===== config.mk =====
export PLATFORM = sky130hd
export DESIGN_NAME = sevenseg_scan_ctrl
export DESIGN_NICKNAME = d
export VERILOG_FILES = /design/src/rtl/sevenseg_scan_ctrl.sv
export SDC_FILE = /design/constraint.sdc
export NUM_CORES = 1
export LEC_CHECK = 0
export BUFFER_PORTS_ARGS = -buffer_cell sky130_fd_sc_hd__buf_4
export CORE_MARGIN = 10
export CORE_UTILIZATION = 56
export DETAILED_ROUTE_END_ITERATION = 8
export HOLD_SLACK_MARGIN = 0.1
export PLACE_DENSITY = 0.85
export REMOVE_ABC_BUFFERS = 1
export SYNTH_ARGS = -nofsm -noshare
export SYNTH_HDL_FRONTEND = slang
export SYNTH_SLANG_ARGS = --single-unit
export TNS_END_PERCENT = 30

===== constraint.sdc =====
create_clock -name clk -period 2 [get_ports clk]
set_clock_uncertainty 0.05 [all_clocks]
set_input_delay 0.3 -clock clk [delete_from_list [all_inputs] [get_ports clk]]
set_output_delay 0.3 -clock clk [all_outputs]
set_load 0.03 [all_outputs]

===== src/rtl/sevenseg_scan_ctrl.sv =====
// sevenseg_scan_ctrl: time-multiplexed scan controller for NDIG common-anode
// digits sharing one BCD-to-segment decoder. New digit sets are accepted into
// a shadow register and moved into the displayed (active) set only at a frame
// boundary, so a frame never mixes old and new digits. Each slot opens with
// BLANK cycles of all enables off to suppress ghosting.
//
// Optional feature macro: LEADING_ZERO_BLANK_EN
//   When defined, leading zero digits (k >= 1) are replaced by 4'hF on data so
//   the decoder blanks them; digit 0 is always shown. Stored values are
//   unchanged and enable timing is unaffected.

module sevenseg_scan_ctrl #(
    parameter int NDIG  = 4,
    parameter int DIV   = 1000,
    parameter int BLANK = 8
) (
    input  logic              clk,
    input  logic              reset,
    input  logic              load_valid,
    input  logic [4*NDIG-1:0] load_data,
    output logic              load_ready,
    output logic [3:0]        data,
    output logic [NDIG-1:0]   an,
    output logic              frame_done
);

    localparam int CW = (DIV > 1) ? $clog2(DIV) : 1;
    localparam int IW = (NDIG > 1) ? $clog2(NDIG) : 1;

    localparam logic [CW-1:0] CNT_LAST  = CW'(DIV - 1);
    localparam logic [CW-1:0] CNT_BLANK = CW'(BLANK);
    localparam logic [IW-1:0] IDX_LAST  = IW'(NDIG - 1);

    logic [CW-1:0]     cnt_q, cnt_d;
    logic [IW-1:0]     idx_q, idx_d;
    logic [4*NDIG-1:0] shadow_q, shadow_d;
    logic [4*NDIG-1:0] active_q, active_d;
    logic              pending_q, pending_d;
    logic              frame_done_q, frame_done_d;
    logic              boundary_s;
    logic [3:0]        nib_s;

    // Next-state logic: slot/digit counters, handshake capture and frame commit.
    always_comb begin
        cnt_d        = cnt_q;
        idx_d        = idx_q;
        shadow_d     = shadow_q;
        active_d     = active_q;
        pending_d    = pending_q;
        frame_done_d = 1'b0;
        boundary_s   = (cnt_q == CNT_LAST) && (idx_q == IDX_LAST);

        if (cnt_q == CNT_LAST) begin
            cnt_d = '0;
            if (idx_q == IDX_LAST) begin
                idx_d = '0;
            end else begin
                idx_d = idx_q + IW'(1);
            end
        end else begin
            cnt_d = cnt_q + CW'(1);
        end

        // Commit and transfer are mutually exclusive: one needs pending set,
        // the other needs it clear. A transfer on the boundary edge therefore
        // waits a full frame for its commit.
        if (boundary_s) begin
            frame_done_d = 1'b1;
            if (pending_q) begin
                active_d  = shadow_q;
                pending_d = 1'b0;
            end else begin
                active_d = active_q;
            end
        end else begin
            frame_done_d = 1'b0;
        end

        if (load_valid && !pending_q) begin
            shadow_d  = load_data;
            pending_d = 1'b1;
        end else begin
            shadow_d = shadow_d;
        end
    end

    // State registers with synchronous active-high reset; pending loads are dropped.
    always_ff @(posedge clk) begin
        if (reset) begin
            cnt_q        <= '0;
            idx_q        <= '0;
            shadow_q     <= {NDIG{4'hF}};
            active_q     <= {NDIG{4'hF}};
            pending_q    <= 1'b0;
            frame_done_q <= 1'b0;
        end else begin
            cnt_q        <= cnt_d;
            idx_q        <= idx_d;
            shadow_q     <= shadow_d;
            active_q     <= active_d;
            pending_q    <= pending_d;
            frame_done_q <= frame_done_d;
        end
    end

`ifdef LEADING_ZERO_BLANK_EN
    logic [NDIG-1:0] zero_run_s;

    // zero_run_s[k] is set when digit k and every digit above it hold zero.
    always_comb begin
        zero_run_s         = '0;
        zero_run_s[NDIG-1] = (active_q[4*NDIG-1 -: 4] == 4'h0);
        for (int k = NDIG - 2; k >= 0; k--) begin
            zero_run_s[k] = zero_run_s[k+1] && (active_q[4*k +: 4] == 4'h0);
        end
    end

    // Output nibble: leading zeros above digit 0 become 4'hF (decoder blank).
    always_comb begin
        nib_s = active_q[{idx_q, 2'b00} +: 4];
        if ((idx_q != '0) && zero_run_s[idx_q]) begin
            data = 4'hF;
        end else begin
            data = nib_s;
        end
    end
`else
    // Output nibble: the active digit for the current slot, passed through as-is.
    always_comb begin
        nib_s = active_q[{idx_q, 2'b00} +: 4];
        data  = nib_s;
    end
`endif

    // Digit enable: one-hot on the current digit once the blanking gap has elapsed.
    always_comb begin
        an = '0;
        if (cnt_q >= CNT_BLANK) begin
            an[idx_q] = 1'b1;
        end else begin
            an = '0;
        end
    end

    assign load_ready = !pending_q;
    assign frame_done = frame_done_q;

endmodule


==> results of run 1 <==
-- state kept, by name, summed over array words and instances (netlist names) --
signal and cells:
active_q 16, cnt_q 10, frame_done 1, idx_q 2
pending_q 1, shadow_q 16
-- worst paths after layout --
kind | startpoint | end | cells past startpoint
setup / recovery | idx_q[0]$_SDFFE_PP0N_ | data[2] | 2
hold / removal | load_valid | pending_q$_SDFFE_PP0P_ | 3
setup reg to reg | cnt_q[0]$_SDFF_PP0_ | frame_done$_SDFF_PP0_ | 6
hold reg to reg | active_q[11]$_SDFFE_PP1P_ | active_q[11]$_SDFFE_PP1P_ | 2
-- metal layers --
layer,GRT usage,vias to the layer above,part of all wire,wire [microns]
met5,0,-,0,0
met4,0.0484,0,0.017,69
met3,0.0383,8,0.044,176
met2,0.217,34,0.47,1880
met1,0.161,751,0.47,1890
li1,-,847,-,-
-- metrics by stage --
step	hold WS (ns)	utilization	area, sq um
after floorplan	0.319	-	1920
after global placement	0.430	0.661	2240
after detailed placement	0.434	0.661	2240
after CTS	0.148	0.727	2460
after global routing	0.155	0.727	2460
final	0.158	0.727	2460
-- cell families after synthesis --
family	Yosys count	share of synthesized area
DFF	46	0.462
AOI/OAI and AO/OA	38	0.127
xor gates and xnor gates	5	0.0220
muxes	5	0.0502
adders and majority gates	6	0.0377
buffers and inverters	23	0.0496
and+or+nand+nor	94	0.251
-- cell type report --
type	instances	area [sq um]	area share
multi-input combinational	148	976	0.396
sequential	46	922	0.374
timing repair buffer	49	420	0.171
tap	46	57.6	0.0234
clock buffer	5	37.5	0.0152
inverter	7	26.3	0.0107
clock inverter	3	23.8	0.00965
-- what timing repair did --
item | in CTS | in global routing
endpoints found under the hold margin | 16 | 0
hold buffers | 16 | 0
gates resized for setup | 1 | 0
setup endpoints to repair | 6 | 0
-- power breakdown --
part / total [mW] / leakage (nW) / switching, mW / internal (mW)
clock: 0.457 / 0.0278 / 0.316 / 0.141
combinational: 0.190 / 0.534 / 0.0869 / 0.104
sequential: 0.984 / 0.377 / 0.0299 / 0.954
total: 1.63 / 0.939 / 0.433 / 1.20
-- placed cells by master (no fill, tap or decap), types with 6 or more instances in the layout --
master	count
ha_1	6
a21oi_1	20
nor3_1	25
nand2_1	7
buf_4	32
nor2_1	21
dfxtp_1	45
nand3_1	7
dlygate4sd3_1	16
a211o_1	16
nor2b_1	16
inv_1	7
-- worst max-delay path, cell delays in order, from the launching register on --
cell     delay (ns)
dfxtp_2        0.48
mux4_2         0.55
buf_4          0.19
==> impl_metrics.toml, run 1 <==
[floorplan]
num_rows = 21
die_area_sq_um = 6350
start_util = 0.588
coreArea_sq_um = 3390
die_w_microns = 79.7
die_h_microns = 79.7
ioPinCount = 29

[logic_synthesis]
yosys_warnings = 0
post-synth-top-count-cell = "dfxtp_1"
avgSynthCellArea_sq_um = 9.19
synth_top_area_cell = "dfxtp_1"
ys_top_cells_by_area = "dfxtp_1, a211o_1, nor3_1"
yosys-top-cells-count = "dfxtp_1, nor3_1, nor2_1"
synthDistinctLibCells = 30
ys_seq_area_frac = 0.462
synth-main-ff-cell = "dfxtp_1"
yosysTopAreaCellShare = 0.462
synth_cells = 217
async_flop_share = 0
ys_ff_latch = 46
syn_area_sq_um = 1990
synth-edff-count = 0

[placement]
hpwl_microns = 2630
globalplace.congestion = 0.870
io_buffer_count = 28
dp_cells = 280
post-place-ws_ns = 0.282

[cts]
clockBufferDepth = 2
cts_buffers = 5
cts_max_level = 2
cts-root-buf = "clkbuf_4"
clock-sinks = 46
clkLatencyLatePin_ns = 0.37
cts_setup_buffers = 0
clk_pin_slew_ns = 0.14
tritoncts = "done"

[sta]
hold_viol_final = 0
fin_crit_sh = 0.967
fin_ws_ns = 0.0652
setup_violations = 0
slew_headroom = 0.740
rsz0062_at_grt = "no"
finalMaxSlewViolations = 0
worst_slew_pin_slew_ns = 0.389
fmax_mhz = 517
finalCriticalPeriod_ns = 1.93
finalSetupTns_ns = 0

[cells_and_area]
stdcell_count = 304
drive_above_1_share = 0.198
fin_nets = 282
fill_cells = 259
syn2layout_area_growth_pct = 23.6
antenna_cells = 0

[worst_setup_path]
startpoint_type = "flop"
reg2reg_slack_ns = 0.30
cp.arrival_ns = 1.58
path_class = "reg -> out"
critPathCaptureType = "output pin"
crit_fanout = 8
cp.required_ns = 1.65

[drt]
drc_errors = 0
drt-vias-per-instance = 5.39
dr.first_iter.drc_count = 72
wl_microns = 4020
firstDrtPassIters = 4
vias = 1640
wl_per_cell_microns = 13.2
antenna_left = 0

[pwr]
power_density_nw_per_um2 = 662
power_leakage_nw = 0.939
peakVddDrop_mv = 0.567
p_total_mw = 1.63

[global_routing]
grt_pass1_wl_microns = 6910
grt_pass1_vias = 1556
antenna_found_initial = 0
grt_max_degree = 40
overflow = 0
grt_util_all_layers = 0.133

[hold_path]
min_path_type = "in -> reg"

[outcome]
status = "finished clean"

[flow_run]
cap_violations = 0
No activity file was read; power rests on OpenSTA's default activity.
==> inputs of run 2 (changes only) <==
--- a/config.mk
+++ b/config.mk
@@ -7,10 +7,10 @@
 export LEC_CHECK = 0
 export BUFFER_PORTS_ARGS = -buffer_cell sky130_fd_sc_hd__buf_4
 export CORE_MARGIN = 10
-export CORE_UTILIZATION = 56
+export CORE_UTILIZATION = 50
 export DETAILED_ROUTE_END_ITERATION = 8
 export HOLD_SLACK_MARGIN = 0.1
-export PLACE_DENSITY = 0.85
+export PLACE_DENSITY = 0.81
 export REMOVE_ABC_BUFFERS = 1
 export SYNTH_ARGS = -nofsm -noshare
 export SYNTH_HDL_FRONTEND = slang
==> constraint.sdc (replaced) <==
create_clock -name clk -period 1.7 [get_ports clk]
set_clock_uncertainty 0.05 [all_clocks]
set_input_delay 0.255 -clock clk [delete_from_list [all_inputs] [get_ports clk]]
set_output_delay 0.255 -clock clk [all_outputs]
set_load 0.03 [all_outputs]
==> run 2 against run 1 <==
Effect of this change: the run now ends with setup timing left; worst hold slack improved by 0.015 ns; via count is 0.85% higher; first-iteration DRC count shrank 2.8%; flip-flop and latch count did not move; global-route usage is 1.4 points lower; routed wire length rose by 3.0%; clock-buffer cell count did not move; critical path type unchanged; clock power grew 80%; critical path depth is 1 higher; combinational power rose by 27%; die area rose by 8.9%; highest routed layer unchanged; power grew 36%.
==> impl_metrics.toml, run 2 (same netlist as run 1, synthesis figures left out) <==
[sta]
slew_headroom = 0.766
hold_ws_ns = 0.173
setup_violations = 4
worst_slew_pin_slew_ns = 0.351
fin_ws_ns = -0.0605
fmax_mhz = 568
finalMaxSlewViolations = 0
hold_viol_final = 0
rsz0062_at_grt = "yes"
finalCriticalPeriod_ns = 1.76
fin_crit_sh = 1.04

[floorplan]
die_w_microns = 83.1
die_h_microns = 83.1
coreArea_sq_um = 3740
start_util = 0.532
die_area_sq_um = 6910
num_rows = 22
ioPinCount = 29

[hold_path]
hold_start = "load_valid"
min_path_type = "in -> reg"
min_to = "pending_q$_SDFFE_PP0P_"
whs_path_depth = 3

[cts]
clockBufferDepth = 2
cts-root-buf = "clkbuf_8"
cts_max_level = 2
cts_buffers = 5
tritoncts = "done"
clkLatencyLatePin_ns = 0.30
clk_pin_slew_ns = 0.09
clock-sinks = 46

[drt]
wl_per_cell_microns = 13.2
vias = 1654
drt-vias-per-instance = 5.27
firstDrtPassIters = 4
drc_errors = 0
antenna_left = 0
wl_microns = 4140
dr.first_iter.drc_count = 70

[worst_setup_path]
cp.arrival_ns = 1.46
critPathSlowestCell = "mux4_2"
cp.buffers_inverters = 2
r2r-start = "cnt_q[0]$_SDFF_PP0_"
startpoint_type = "flop"
reg2reg_depth = 6
reg2reg_slack_ns = 0.14
crit_fanout = 6
max_stage_delay_ns = 0.53
critical-path-top-delay-family = "multiplexers"
critPathCaptureType = "output pin"
worstReg2RegEnd = "active_q[3]$_SDFFE_PP1P_"
crit_path_cell_trace = "buf_6 -> mux4_2 -> buf_6"
cp.required_ns = 1.39
startpoint = "idx_q[0]$_SDFFE_PP0N_"
path_class = "reg -> out"
path_common_cell = "buf_6"

[cells_and_area]
postLayoutCellArea_sq_um = 2680
syn2layout_area_growth_pct = 34.3
drive_above_1_share = 0.271
reg.largest.list = "active_q: 16 flops, shadow_q: 16 flops, cnt_q: 10 flops"
multi_input_area_sq_um = 1020
fin_nets = 290
utilization = 0.715
final_common_cell = "dfxtp_1"
fill_cells = 286
antenna_cells = 0
final_cell_mix = "dfxtp_1, buf_4, nor3_1, nor2_1, a21oi_1"
ff_latch_area_sq_um = 932

[global_routing]
antenna_found_initial = 0
grt_util_all_layers = 0.119
grt_pass1_vias = 1565
grt_max_degree = 35
overflow = 0
grt_pass1_wl_microns = 7000

[flow_run]
cap_violations = 0

[placement]
io_buffer_count = 28
globalplace.congestion = 0.837
hpwl_microns = 2610
post-place-ws_ns = 0.101
post_dp_cell_area_sq_um = 2290

[outcome]
status = "finished with violations"
violations = "setup timing"

[pwr]
peakVddDrop_mv = 0.622
power_density_nw_per_um2 = 830
p_total_mw = 2.22
power_leakage_nw = 1.04
==> run 2: cell count changes in the layout (fill, tap and decap cells not counted), moves of 3 or more <==
cell	before	now
and2_1	5	2
nor3_1	25	22
clkbuf_8	0	5
nor3_2	0	3
dfxtp_1	45	41
and2_4	0	3
clkbuf_4	5	0
buf_6	0	9
==> run 2: how the worst max path moves through the flow <==
stage	to	slack (ns)	cells past startpoint
after floorplan	shadow_q[0]$_SDFFE_PP1P_	-0.26	3
after global placement	active_q[5]$_SDFFE_PP1P_	0.18	6
after detailed placement	active_q[3]$_SDFFE_PP1P_	0.10	6
after CTS	data[1]	-0.07	3
after global routing	data[1]	-0.12	3
final	data[1]	-0.06	3
==> run 2: report_power, final <==
| part | total, mW | switching, mW | internal [mW] | leakage [nW] |
|---|---|---|---|---|
| combinational | 0.242 | 0.107 | 0.134 | 0.604 |
| sequential | 1.16 | 0.0371 | 1.12 | 0.380 |
| clock | 0.821 | 0.380 | 0.441 | 0.0585 |
==> run 2: what timing repair did <==
action,4_1_cts,5_1_grt
hold buffers,16,0
cloned,0,0
gates resized for setup,8,18
pin swaps,1,4
setup endpoints to repair,8,25
hold endpoints to repair,16,0
buffers inserted,1,3
==> run 2: layout make-up <==
class                      instances  area share
clock buffer                       5      0.0257
clock inverter                     3      0.0164
inverter                           7     0.00982
timing repair buffer              57       0.197
sequential                        46       0.348
tap                               48      0.0224
multi-input combinational        148       0.381
==> run 2: through the flow <==
stage,instances,setup TNS [ns]
detailed placement,286,0
finish,314,-0.153
CTS,311,-0.277
global placement,286,0
global route,314,-0.399
floorplan,201,-6.64
==> run 2: layer usage <==
metal | vias to the layer above | share of wire | track usage
li1 | 853 | - | -
met1 | 770 | 0.43 | 0.134
met2 | 29 | 0.53 | 0.200
met3 | 2 | 0.040 | 0.0410
met4 | 0 | 0.0058 | 0.0446
met5 | - | 0 | 0
==> run 2: worst reg2reg max path, cell delays in order, from the launching register on <==
cell and delay [ns]:
dfxtp_1 0.36, ha_2 0.22, and4bb_2 0.28, nand4_2 0.13, buf_12 0.20, nor3_1 0.17, a21oi_1 0.05
==> inputs of run 3 (changes only) <==
--- a/config.mk
+++ b/config.mk
@@ -7,10 +7,10 @@
 export LEC_CHECK = 0
 export BUFFER_PORTS_ARGS = -buffer_cell sky130_fd_sc_hd__buf_4
 export CORE_MARGIN = 10
-export CORE_UTILIZATION = 50
+export CORE_UTILIZATION = 40
 export DETAILED_ROUTE_END_ITERATION = 8
 export HOLD_SLACK_MARGIN = 0.1
-export PLACE_DENSITY = 0.81
+export PLACE_DENSITY = 0.69
 export REMOVE_ABC_BUFFERS = 1
 export SYNTH_ARGS = -nofsm -noshare
 export SYNTH_HDL_FRONTEND = slang
==> run 3 against run 2 <==
Effect of this change: power is 8.9% lower; register-to-register slack improved by 0.02 ns; routed wire length decreased by 5.0%; flip-flop and latch count is the same; setup slack got worse by 0.010 ns; cell count unchanged; utilization shrank 19 points; largest power group unchanged; via count decreased by 7.0%; the flow still finishes with violations (setup timing); critical path depth did not move; first-iteration DRC count stayed put; non-clock buffer count decreased by 17.
==> impl_metrics.toml, run 3 (same netlist as run 1, synthesis figures left out) <==
[drt]
wl_microns = 3930
firstDrtPassIters = 4
vias = 1539
drc_errors = 0
antenna_left = 0
dr.first_iter.drc_count = 70
wirelength_met1_microns = 1980
drt-vias-per-instance = 4.90
wl_met3_microns = 180
wl_per_cell_microns = 12.5
wl_met2_microns = 1760
top_layer = "met4"

[pwr]
power_leakage_nw = 0.945
power_density_nw_per_um2 = 812
peakVddDrop_mv = 0.472

[worst_setup_path]
critPathCaptureType = "output pin"
max_stage_delay_ns = 0.51
critPathSlowestCell = "mux4_2"
startpoint_type = "flop"
path_class = "reg -> out"
cp.arrival_ns = 1.47
crit_fanout = 5
critical-path-top-delay-family = "multiplexers"
r2r-start = "idx_q[0]$_SDFFE_PP0N_"
reg2reg_slack_ns = 0.16
cp.required_ns = 1.39
worstReg2RegEnd = "active_q[11]$_SDFFE_PP1P_"
crit_path_cell_trace = "buf_6 -> mux4_2 -> buf_6"
path_common_cell = "buf_6"
reg2reg_depth = 7
cp.buffers_inverters = 2

[global_routing]
grt_pass1_vias = 1409
overflow = 0
antenna_found_initial = 0
grt_util_all_layers = 0.0931
grt_pass1_wl_microns = 6400
grt_max_degree = 38

[floorplan]
start_util = 0.416
die_w_microns = 90.6
ioPinCount = 29
num_rows = 25
die_h_microns = 90.6
die_area_sq_um = 8210
coreArea_sq_um = 4790

[sta]
setup_violations = 8
hold_viol_final = 0
finalCriticalPeriod_ns = 1.77
slew_headroom = 0.815
fin_crit_sh = 1.04
hold_ws_ns = 0.112
worst_slew_pin_slew_ns = 0.277
fmax_mhz = 565
finalMaxSlewViolations = 0
rsz0062_at_grt = "yes"
fin_ws_ns = -0.0710

[hold_path]
whs_path_depth = 2
min_to = "shadow_q[10]$_SDFFE_PP1P_"
hold_start = "load_data[10]"
min_path_type = "in -> reg"

[placement]
post_dp_cell_area_sq_um = 2310
post-place-ws_ns = 0.0724
hpwl_microns = 2680
globalplace.congestion = 0.740
io_buffer_count = 28

[cells_and_area]
reg.largest.list = "active_q: 16 flops, shadow_q: 16 flops, cnt_q: 10 flops"
final_cell_mix = "dfxtp_1, buf_4, nor3_1, nor2_1, a21oi_1"
syn2layout_area_growth_pct = 25.0
drive_above_1_share = 0.263
antenna_cells = 0
final_common_cell = "dfxtp_1"
fin_nets = 273
postLayoutCellArea_sq_um = 2490

[cts]
clockBufferDepth = 2
cts-root-buf = "clkbuf_8"
clock-sinks = 46
cts_max_level = 2
clkLatencyLatePin_ns = 0.29
cts_buffers = 5
tritoncts = "done"
clk_pin_slew_ns = 0.08

[outcome]
violations = "setup timing"
status = "finished with violations"

[flow_run]
cap_violations = 0
[run 3: changes by cell type in the layout (fill, tap and decap cells not counted), moves of 2 or more]
cell           change
buf_4              -3
dlygate4sd3_1     -14
nor3_1             +2
nor3_2             -2
[run 3: worst max path at each step]
| stage | endpoint | slack (ns) | start | cells past startpoint |
|---|---|---|---|---|
| finish | data[3] | -0.07 | idx_q[0]$_SDFFE_PP0N_ | 3 |
| floorplan | shadow_q[0]$_SDFFE_PP1P_ | -0.26 | pending_q$_SDFFE_PP0P_ | 3 |
| detailed placement | active_q[0]$_SDFFE_PP1P_ | 0.07 | idx_q[0]$_SDFFE_PP0N_ | 7 |
| global placement | active_q[0]$_SDFFE_PP1P_ | 0.08 | idx_q[0]$_SDFFE_PP0N_ | 7 |
| CTS | data[0] | -0.09 | idx_q[0]$_SDFFE_PP0N_ | 3 |
| global route | an[2] | -0.14 | cnt_q[9]$_SDFF_PP0_ | 4 |
[run 3: through the flow]
step	std cells	power (mW)	TNS (ns)	util
floorplan	201	1.28	-6.64	-
global placement	305	1.38	0	0.483
detailed placement	305	1.38	0	0.483
CTS	313	2.03	-0.401	0.509
global route	314	2.12	-1.02	0.521
finish	314	2.02	-0.318	0.521
[run 3: what timing repair did]
item / CTS / global route
setup buffers: 0 / 1
hold buffers: 2 / 0
endpoints found under the setup margin: 8 / 24
endpoints found under the hold margin: 2 / 0
gates resized for setup: 9 / 15
pin swaps: 1 / 6
[run 3: area by class of cell]
cell class,instances,area [sq um]
clock buffers,6,82.6
fillers,461,2290
inverters,7,26.3
multi-input cells,148,1000
flip-flops and latches,46,935
well taps,67,83.8
repair buffers,40,364
[run 3: power by group]
part | switching [mW] | internal [mW]
clock network | 0.335 | 0.314
logic | 0.101 | 0.117
registers | 0.0357 | 1.12
[run 3: worst reg2reg max path, stage by stage, from the launching register on]
cell and delay, ns:
dfxtp_4 0.38, buf_4 0.12, ha_2 0.21, and2_1 0.15
nand4_2 0.13, buf_12 0.19, nor3_1 0.16, a21oi_1 0.05
[run 3: metal layers]
layer | vias to the layer above | global-route usage
met4 | 0 | 0.0358
li1 | 819 | -
met5 | - | 0
met3 | 4 | 0.0382
met1 | 693 | 0.113
met2 | 23 | 0.143
